<file path="src/rtl/varredura_matriz_pkg.sv">
// rtl/varredura_matriz_pkg.sv - shared FSM encoding and width helpers for the LED row scanner
// Contents:
//   estado_t       scan FSM states (IDLE, BLANK, LOAD, SHOW)
//   largura_dwell  width of the dwell counter, wide enough for both DIV and BLANK_CYC
//   limite_pwm     number of SHOW cycles with columns driven for a given brilho (min 1)
package varredura_matriz_pkg;

    typedef enum logic [1:0] {
        ST_IDLE  = 2'd0,
        ST_BLANK = 2'd1,
        ST_LOAD  = 2'd2,
        ST_SHOW  = 2'd3
    } estado_t;

    function automatic int largura_dwell(input int div, input int blank_cyc);
        int maior;
        maior = (div > blank_cyc) ? div : blank_cyc;
        return $clog2(maior + 1);
    endfunction

    function automatic int limite_pwm(input int brilho, input int div);
        int v;
        v = ((brilho + 1) * div) / 8;
        return (v < 1) ? 1 : v;
    endfunction

endpackage

</file>
<file path="src/rtl/varredura_matriz_temporizador_linha.sv">
// rtl/varredura_matriz_temporizador_linha.sv - loadable down-counter timing BLANK and SHOW dwell
// Ports:
//   clk, rst_n    clock, asynchronous active-low reset
//   limpa         synchronous clear (scan disabled)
//   inicia        load comprimento into the counter
//   comprimento   dwell length in cycles (>=1)
//   restante      cycles left in the current dwell, comprimento on its first cycle
//   fim           high on the last cycle of the dwell (restante == 1)
module temporizador_linha #(
    parameter int W = 4
) (
    input  logic         clk,
    input  logic         rst_n,
    input  logic         limpa,
    input  logic         inicia,
    input  logic [W-1:0] comprimento,
    output logic [W-1:0] restante,
    output logic         fim
);

    always_ff @(posedge clk or negedge rst_n) begin
        if (!rst_n) begin
            restante <= '0;
        end else if (limpa) begin
            restante <= '0;
        end else if (inicia) begin
            restante <= comprimento;
        end else if (restante != '0) begin
            restante <= restante - W'(1);
        end
    end

    assign fim = (restante == W'(1));

endmodule

</file>
<file path="src/rtl/varredura_matriz.sv">
// rtl/varredura_matriz.sv - row-scan sequencer for the 5x7 LED matrix with inter-row blanking
// Optional feature macro: VARREDURA_PWM_EN (adds brilho port, per-row column duty limit).
// Ports:
//   clk, rst_n    clock, asynchronous active-low reset
//   habilita      1 = scan runs, 0 = dark and parked at row 0
//   brilho        duty select, sampled in LOAD (VARREDURA_PWM_EN only)
//   colunas       active-high column pattern for contador, from the pattern source
//   contador      row index fed to the pattern source
//   linhas_out    one-hot active-high row drive
//   colunas_out   active-low column drive
//   fim_quadro    1-cycle pulse as the last row ends and contador wraps to 0
module varredura_matriz
    import varredura_matriz_pkg::*;
#(
    parameter int LINHAS    = 7,
    parameter int COLUNAS   = 5,
    parameter int DIV       = 1000,
    parameter int BLANK_CYC = 4
) (
    input  logic                       clk,
    input  logic                       rst_n,
    input  logic                       habilita,
`ifdef VARREDURA_PWM_EN
    input  logic [2:0]                 brilho,
`endif
    input  logic [COLUNAS-1:0]         colunas,
    output logic [$clog2(LINHAS)-1:0]  contador,
    output logic [LINHAS-1:0]          linhas_out,
    output logic [COLUNAS-1:0]         colunas_out,
    output logic                       fim_quadro
);

    localparam int CW = $clog2(LINHAS);
    localparam int DW = largura_dwell(DIV, BLANK_CYC);

    estado_t            estado;
    logic [COLUNAS-1:0] padrao;
    logic               inicia;
    logic [DW-1:0]      comprimento;
    logic [DW-1:0]      restante;
    logic               fim_dwell;
    logic [DW-1:0]      limite;

    temporizador_linha #(.W(DW)) u_temporizador (
        .clk         (clk),
        .rst_n       (rst_n),
        .limpa       (!habilita),
        .inicia      (inicia),
        .comprimento (comprimento),
        .restante    (restante),
        .fim         (fim_dwell)
    );

    // One timer serves both dwells: it is armed with BLANK_CYC on every entry to
    // BLANK and with DIV on the LOAD->SHOW step; LOAD itself is a fixed single cycle.
    always_comb begin
        inicia      = 1'b0;
        comprimento = DW'(BLANK_CYC);
        if (habilita) begin
            case (estado)
                ST_IDLE: inicia = 1'b1;
                ST_LOAD: begin
                    inicia      = 1'b1;
                    comprimento = DW'(DIV);
                end
                ST_SHOW: inicia = fim_dwell;
                default: inicia = 1'b0;
            endcase
        end
    end

`ifndef VARREDURA_PWM_EN
    // Without duty control the columns stay driven for the whole dwell.
    assign limite = DW'(DIV);
`endif

    always_ff @(posedge clk or negedge rst_n) begin
        if (!rst_n) begin
            estado      <= ST_IDLE;
            contador    <= '0;
            linhas_out  <= '0;
            colunas_out <= '1;
            fim_quadro  <= 1'b0;
            padrao      <= '0;
`ifdef VARREDURA_PWM_EN
            limite      <= '0;
`endif
        end else begin
            fim_quadro <= 1'b0;
            if (!habilita) begin
                estado      <= ST_IDLE;
                contador    <= '0;
                linhas_out  <= '0;
                colunas_out <= '1;
            end else begin
                case (estado)
                    ST_IDLE: estado <= ST_BLANK;
                    ST_BLANK: begin
                        if (fim_dwell) begin
                            estado <= ST_LOAD;
                        end
                    end
                    ST_LOAD: begin
                        padrao      <= colunas;
                        linhas_out  <= LINHAS'(1) << contador;
                        colunas_out <= ~colunas;
                        estado      <= ST_SHOW;
`ifdef VARREDURA_PWM_EN
                        limite      <= DW'(limite_pwm(int'(brilho), DIV));
`endif
                    end
                    ST_SHOW: begin
                        if (fim_dwell) begin
                            estado      <= ST_BLANK;
                            linhas_out  <= '0;
                            colunas_out <= '1;
                            if (contador == CW'(LINHAS - 1)) begin
                                contador   <= '0;
                                fim_quadro <= 1'b1;
                            end else begin
                                contador <= contador + CW'(1);
                            end
                        end else if (int'(restante) > DIV + 1 - int'(limite)) begin
                            // The current SHOW cycle is DIV-restante+1; keep columns on
                            // for the next cycle only while it stays within the limit.
                            colunas_out <= ~padrao;
                        end else begin
                            colunas_out <= '1;
                        end
                    end
                    default: estado <= ST_IDLE;
                endcase
            end
        end
    end

endmodule

</file>
<file path="config.mk">
export PLATFORM = sky130hd
export DESIGN_NAME = varredura_matriz
export DESIGN_NICKNAME = d
export VERILOG_FILES = /design/src/rtl/varredura_matriz_pkg.sv /design/src/rtl/varredura_matriz_temporizador_linha.sv /design/src/rtl/varredura_matriz.sv
export SDC_FILE = /design/constraint.sdc
export NUM_CORES = 1
export LEC_CHECK = 0
export ABC_AREA = 1
export BUFFER_PORTS_ARGS = -buffer_cell sky130_fd_sc_hd__buf_2
export CAP_MARGIN = 20
export CORE_MARGIN = 2
export CORE_UTILIZATION = 52
export DETAILED_ROUTE_END_ITERATION = 12
export HOLD_SLACK_MARGIN = 0.03
export PLACE_DENSITY = 0.76
export RECOVER_POWER = 50
export SLEW_MARGIN = 20
export SYNTH_ARGS = -nofsm -noshare
export SYNTH_HDL_FRONTEND = slang
export SYNTH_HIERARCHICAL = 1
export SYNTH_SLANG_ARGS = --single-unit
</file>
<file path="constraint.sdc">
create_clock -name clk -period 1.8 [get_ports clk]
set_input_delay 0.09 -clock clk [delete_from_list [all_inputs] [get_ports clk]]
set_output_delay 0.09 -clock clk [all_outputs]
set_load 0.01 [all_outputs]
</file>
==> qor.csv, run 1 <==
metric,value,unit
worst-path-max-fanout,13,
p_int,1.899,mW
port_buffers,23,
fin_crit,1.852,ns
setup_violations,8,
clkTransAtPathRegs,0.10,ns
setup.worst_path.end,u_temporizador/restante[3],
insertion_delay,0.33,ns
crit_path_start_kind,flip-flop,
cts_sinks,33,
routed_via_density,5.136,
grt_pass1_wl,7.514,mm
p_per_area,1450,nW/um^2
drive_gt1_share,26.67,%
ys_ff_latch,33,
ir_worst_vdd,0.7548,mV
fin_nets,314,
crit_path_start,u_temporizador/restante[0],
maxCapViolCount,0,
grtUsageTotal,23.73,%
synth_top_area_share,36.82,%
cp.required,2.02,ns
numCtsBuffers,5,
tns,-0.2120,ns
hold_class,input pin to flip-flop,
yosys.area.top_type,dfrtp_1,
area.growth.synth_to_final,24.79,%
final_common_cell,nand2_1,
drt_first_pass_iters,4,
slew_viol_final,0,
final_antenna_net_count,0,
dieArea,4160,sq um
drt_iter0_drc,132,
finalWorstSetupSlack,-0.05204,ns
nFillCells,288,
tritoncts,built,
slew_headroom,47.10,%
wl_per_cell,12.39,microns
fmax,539.9,MHz
grt_antenna_before_repair,0,
pwr-share-clk,13.7,%
place_congestion,0.8792,
io-pin-count,24,
postSynthAreaPerCell,7.674,sq um
worstReg2RegStart,u_temporizador/restante[0],
vias,1777,
totalPowerFinal,3.443,mW
hold_viol,0,
die_width,64.50,microns
p_switching,1.545,mW
crit_type,flip-flop to flip-flop,
violations,setup timing,
yosys-top-cells-area,"dfrtp_1, nand2_1, dfstp_2",
drc,0,
cts_max_path_buffers,2,
cp.arrival,2.07,ns
globalRouteOverflowTotal,0,
leakage,1.215,nW
synth_cells,248,
ys_types,28,
final_cell_mix,"nand2_1, nor2_1, dfrtp_1, inv_1, buf_2",
synthFlopType,dfrtp_1,
crit_path_end_kind,flip-flop,
core_area,3416,sq um
status,"complete, but fails checks",
dp_hpwl,3.007,mm
rsz0062_at_grt,yes,
die_h,64.50,microns
start_util,55.71,%
netlist_area,1903,sq um
comb_power_share,53.2,%
synth-warning-count,6,
clockRootBuffer,clkbuf_4,
pwr-share-seq,33.1,%
rr_endpoint,u_temporizador/restante[3],
grt_pass1_vias,1689,
grt_max_degree,34,
diodes,0,
netSwitchingFraction,44.86,%
synth_edf_count,0,
async_flop_share,100.0,%
worst_slew_pin_slew,0.7935,ns
min_period_over_period,102.9,%
finalWirelength,4.286,mm
skew,0.01029,ns
synth-seq-area-share,43.72,%
reg2reg_setup_slack,-0.05,ns
rows,21,
reg2regPathDepth,11,
h-tree-depth,2,
## power groups by stage
stage                     Clock, mW  Combinational, mW  Sequential [mW]
after floorplan                   0               1.12             1.16
after global placement            0               1.58             1.13
after detailed placement          0               1.60             1.14
after CTS                     0.483               1.73             1.12
after global routing          0.521               2.07             1.17
final                         0.471               1.83             1.14
## kinds of logic (layout without fill, tap and decap cells)
group / count (synthesis) / count (layout) / synth area share, %
simple gates: 131 / 132 / 30.90
compound gates: 42 / 42 / 12.69
flops: 33 / 33 / 43.72
buf+inv: 33 / 82 / 7.429
fa+ha+maj: 7 / 7 / 4.602
other cells: 1 / 3 / 0.1970
xor+xnor: 1 / 1 / 0.4603
## area by class of cell
cell class	instances	area (sq um)	area share [%]
Multi-Input combinational cell	185	1011	42.57
Sequential cell	33	832.0	35.04
Timing Repair Buffer	45	295.3	12.43
Inverter	29	108.9	4.584
Clock buffer	7	65.06	2.740
Tap cell	46	57.56	2.424
Clock inverter	1	5.005	0.2107
## how the worst min path moves through the flow
| stage | from | end | depth (start not counted) |
|---|---|---|---|
| 2_1_floorplan | rst_n | contador[0] | 0 |
| 3_3_place_gp | rst_n | u_temporizador/restante[4] | 1 |
| 3_5_place_dp | rst_n | u_temporizador/restante[2] | 1 |
| 4_1_cts | habilita | fim_quadro | 3 |
| 5_1_grt | habilita | fim_quadro | 3 |
| 6_report | habilita | fim_quadro | 3 |
## stage by stage
stage | setup WS [ns] | util, % | instance area, sq um | cells | hold WS, ns
after floorplan | 0.001157 | - | 1916 | 250 | -0.2056
after global placement | 0.07717 | 63.04 | 2153 | 328 | 0.1866
after detailed placement | 0.002020 | 63.04 | 2153 | 328 | 0.1815
after CTS | 0.006310 | 68.42 | 2337 | 345 | 0.09834
after global routing | -0.1262 | 69.52 | 2375 | 346 | 0.1238
final | -0.05204 | 69.52 | 2375 | 346 | 0.1156
## metal layers
layer | global-route usage [%] | part of all wire (%) | up-vias
met4 | 6.383 | 1.0 | 0
met2 | 38.41 | 46 | 51
met1 | 32.05 | 47 | 822
met3 | 5.729 | 5.3 | 5
li1 | - | - | 899
met5 | 0 | 0 | -
## flip-flops by register name, indices dropped and copies added (netlist names)
register / count
linhas_out: 7
contador: 3
padrao: 5
estado: 2
u_temporizador/restante: 10
fim_quadro: 1
colunas_out: 5
## worst max-delay path: stages, from the launching register on
cell and delay [ns]:
dfrtp_1 0.43, ha_4 0.18, nand3_4 0.08, nor2_4 0.04
nand2_2 0.09, inv_2 0.04, o31a_1 0.27, inv_2 0.12
buf_6 0.17, o21ai_0 0.10, a21oi_1 0.16, nor2_1 0.07
## timing repair
action / CTS / global route
hold buffers: 6 / 0
setup buffers: 2 / 1
pin swaps: 3 / 5
setup endpoints to repair: 10 / 10
hold endpoints to repair: 34 / 0
cloned: 1 / 0
resized for setup: 9 / 7
## cells in the mapped netlist, types with 5 or more instances
cell	count
o21bai_1	5
inv_1	25
nand3_1	10
o21ai_1	6
o21ai_0	15
nor2_1	30
dfrtp_1	28
dfstp_2	5
a21oi_1	7
nand2_1	70
ha_1	7
nand4_1	5
No activity file was read; power rests on OpenSTA's default activity.
==> run 2, diff against run 1 <==
--- a/config.mk
+++ b/config.mk
@@ -14,6 +14,7 @@
 export HOLD_SLACK_MARGIN = 0.03
 export PLACE_DENSITY = 0.76
 export RECOVER_POWER = 50
+export REMOVE_ABC_BUFFERS = 1
 export SLEW_MARGIN = 20
 export SYNTH_ARGS = -nofsm -noshare
 export SYNTH_HDL_FRONTEND = slang
==> run 2 against run 1 <==
  * The run still ends with setup timing left
  * Cell count is 1.7% higher
  * Critical path depth is 2 higher
  * Setup slack better by 0.042 ns
  * Design area is 0.95% higher
  * Global-route usage is 0.31 points higher
  * Flip-flop and latch count stayed put
  * First-iteration DRC count is 5.3% higher
  * Via count is 1.1% higher
  * Register-to-register slack better by 0.04 ns
  * Clock-buffer cell count stayed put
  * Combinational power is 5% higher
  * Largest power group unchanged
==> qor.csv, run 2 (synthesized netlist as in run 1, its figures left out) <==
metric,value,unit,change
status,"complete, but fails checks",,
violations,setup timing,,
slew_viol_final,0,,unchanged
place_congestion,0.7978,,-9.3%
ir_worst_vdd,0.9976,mV,+32%
fmax,552.5,MHz,+2.3%
finalWorstSetupSlack,-0.01001,ns,+0.04203 ns
gr-usage-met3,4.688,%,-1.0 points
final_common_cell,nand2_1,,
slowest_stage,dfrtp_1,,
drive_gt1_share,25.82,%,-0.85 points
crit_type,flip-flop to flip-flop,,
worstReg2RegStart,u_temporizador/restante[1],,
finalWirelength,4.535,mm,+5.8%
grt_max_degree,34,,unchanged
port_buffers,23,,unchanged
maxCapViolCount,0,,unchanged
grtUsageTotal,24.03,%,+0.31 points
dp_cells,331,,+0.91%
grt_util_met2,34.77,%,-3.6 points
totalPowerFinal,3.471,mW,+0.80%
crit_path_max_incr_delay,0.37,ns,-0.06 ns
whs,0.1085,ns,-0.007179 ns
drt_iter0_drc,139,,+5.3%
top_register,u_temporizador/restante,,
die_width,64.50,microns,unchanged
rr_endpoint,u_temporizador/restante[1],,
grt_pass1_wl,7.583,mm,+0.92%
crit_path_start_kind,flip-flop,,
tritoncts,built,,
hold_class,input pin to flip-flop,,
reg_top3,"u_temporizador/restante: 10 flops, linhas_out: 7 flops",,
dieArea,4160,sq um,unchanged
die_h,64.50,microns,unchanged
p_per_area,1448,nW/um^2,-0.15%
diodes,0,,unchanged
clockRootBuffer,clkbuf_4,,
fin_crit,1.810,ns,-0.04203 ns
met1_usage,35.54,%,+3.5 points
io-pin-count,24,,unchanged
cp.required,2.01,ns,about the same
busiest_layer,met1,,
worst-path-max-fanout,6,,-7
dp_hpwl,3.240,mm,+7.8%
setup.worst_path.end,u_temporizador/restante[1],,
routed_via_density,5.105,,-0.60%
fin_nets,320,,+1.9%
insertion_delay,0.33,ns,about the same
grt_antenna_before_repair,0,,unchanged
leakage,1.218,nW,+0.24%
finalNonFillerCells,352,,+1.7%
crit_path_end_kind,flip-flop,,
wl_per_cell,12.88,microns,+4.0%
cts_max_path_buffers,2,,unchanged
worst_slew_pin_slew,0.7985,ns,+0.004989 ns
cts_sinks,33,,unchanged
globalRouteOverflowTotal,0,,unchanged
reg2reg_setup_slack,-0.01,ns,+0.04 ns
drc,0,,unchanged
drt_first_pass_iters,4,,unchanged
dpl_cell_area,2171,sq um,+0.81%
crit_path_start,u_temporizador/restante[1],,
clkTransAtPathRegs,0.10,ns,about the same
vias,1797,,+1.1%
nFillCells,284,,-1.4%
setup_violations,3,,-5
cp_common_cell,inv_2,,
slew_headroom,46.77,%,-0.33 points
rsz0062_at_grt,yes,,
grt_pass1_vias,1636,,-3.1%
final_cell_mix,"nand2_1, dfrtp_1, nor2_1, inv_1, buf_4",,
min_period_over_period,100.6,%,-2.3 points
largest_reg_flops,10,,unchanged
reg2regPathDepth,13,,+2
skew,0.01393,ns,+0.003638 ns
start_util,55.71,%,unchanged
h-tree-depth,2,,unchanged
numCtsBuffers,5,,unchanged
area.growth.synth_to_final,25.97,%,
crit_chain,inv_2 > ha_4 > nand3_4 > nor2_4 > nand2_2 > inv_2 > o31a_1 > inv_2 > nand2_2 > nor2_4 > nand2_4 > nand2_4 > o22ai_1,,
rows,21,,unchanged
design_area,2397,sq um,+0.95%
final_antenna_net_count,0,,unchanged
hold_viol,0,,unchanged
core_area,3416,sq um,unchanged
cp.arrival,2.02,ns,-0.05 ns
[run 2: metrics by stage]
stage | util [%] | setup slack, ns | setup TNS [ns]
after detailed placement | 63.55 | -0.06060 | -0.1889
after CTS | 68.21 | 0.005962 | 0
after global placement | 63.55 | 0.04889 | 0
after global routing | 70.18 | -0.1110 | -0.9403
after floorplan | - | -0.1473 | -1.307
final | 70.18 | -0.01001 | -0.02246
[run 2: what timing repair did]
item / in CTS / in global routing
pin swaps: 6 / 8
gates resized for setup: 5 / 15
endpoints found under the hold margin: 33 / 0
setup buffers: 4 / 2
endpoints found under the setup margin: 10 / 10
hold buffers: 6 / 0
cloned: 1 / 0
[run 2: power by group]
group | switching, mW | total [mW] | internal, mW | leakage, nW
registers | 0.178 | 1.16 | 0.980 | 0.424
clock network | 0.241 | 0.393 | 0.152 | 0.0293
logic | 1.16 | 1.92 | 0.756 | 0.765
total | 1.58 | 3.47 | 1.89 | 1.22
[run 2: critical path: cells and delay by family (launching register included)]
kind                       cells  cell delay, ns
adders and majority gates      1            0.16
buffers and inverters          3            0.21
and+or+nand+nor                7            0.60
DFF                            1            0.37
AOI/OAI and AO/OA              2            0.34
[run 2: routing by layer]
metal  share of wire, %  up-vias  routed length (microns)
li1                   -      909                        -
met1                 48      823                     2168
met2                 45       54                     2023
met3                5.4       11                      245
met4                2.1        0                       97
met5                  0        -                        0
[run 2: worst min-delay path by stage]
stage               startpoint                          to  slack, ns  cells past startpoint
floorplan                rst_n                 contador[0]      -0.21                      0
global placement         rst_n  u_temporizador/restante[5]       0.19                      1
detailed placement       rst_n  u_temporizador/restante[7]       0.19                      1
CTS                   habilita                  fim_quadro        0.1                      3
global route          habilita                  fim_quadro       0.13                      3
finish                habilita                  fim_quadro       0.11                      3
[run 2: final cells by class]
| cell class | instances | area, sq um | area share [%] |
|---|---|---|---|
| flip-flops and latches | 33 | 832.0 | 34.71 |
| repair buffers | 51 | 331.6 | 13.83 |
| well taps | 46 | 57.56 | 2.401 |
| inverters | 29 | 108.9 | 4.541 |
| clock inverters | 1 | 5.005 | 0.2088 |
| multi-input cells | 185 | 1017 | 42.43 |
| clock buffers | 7 | 45.04 | 1.879 |
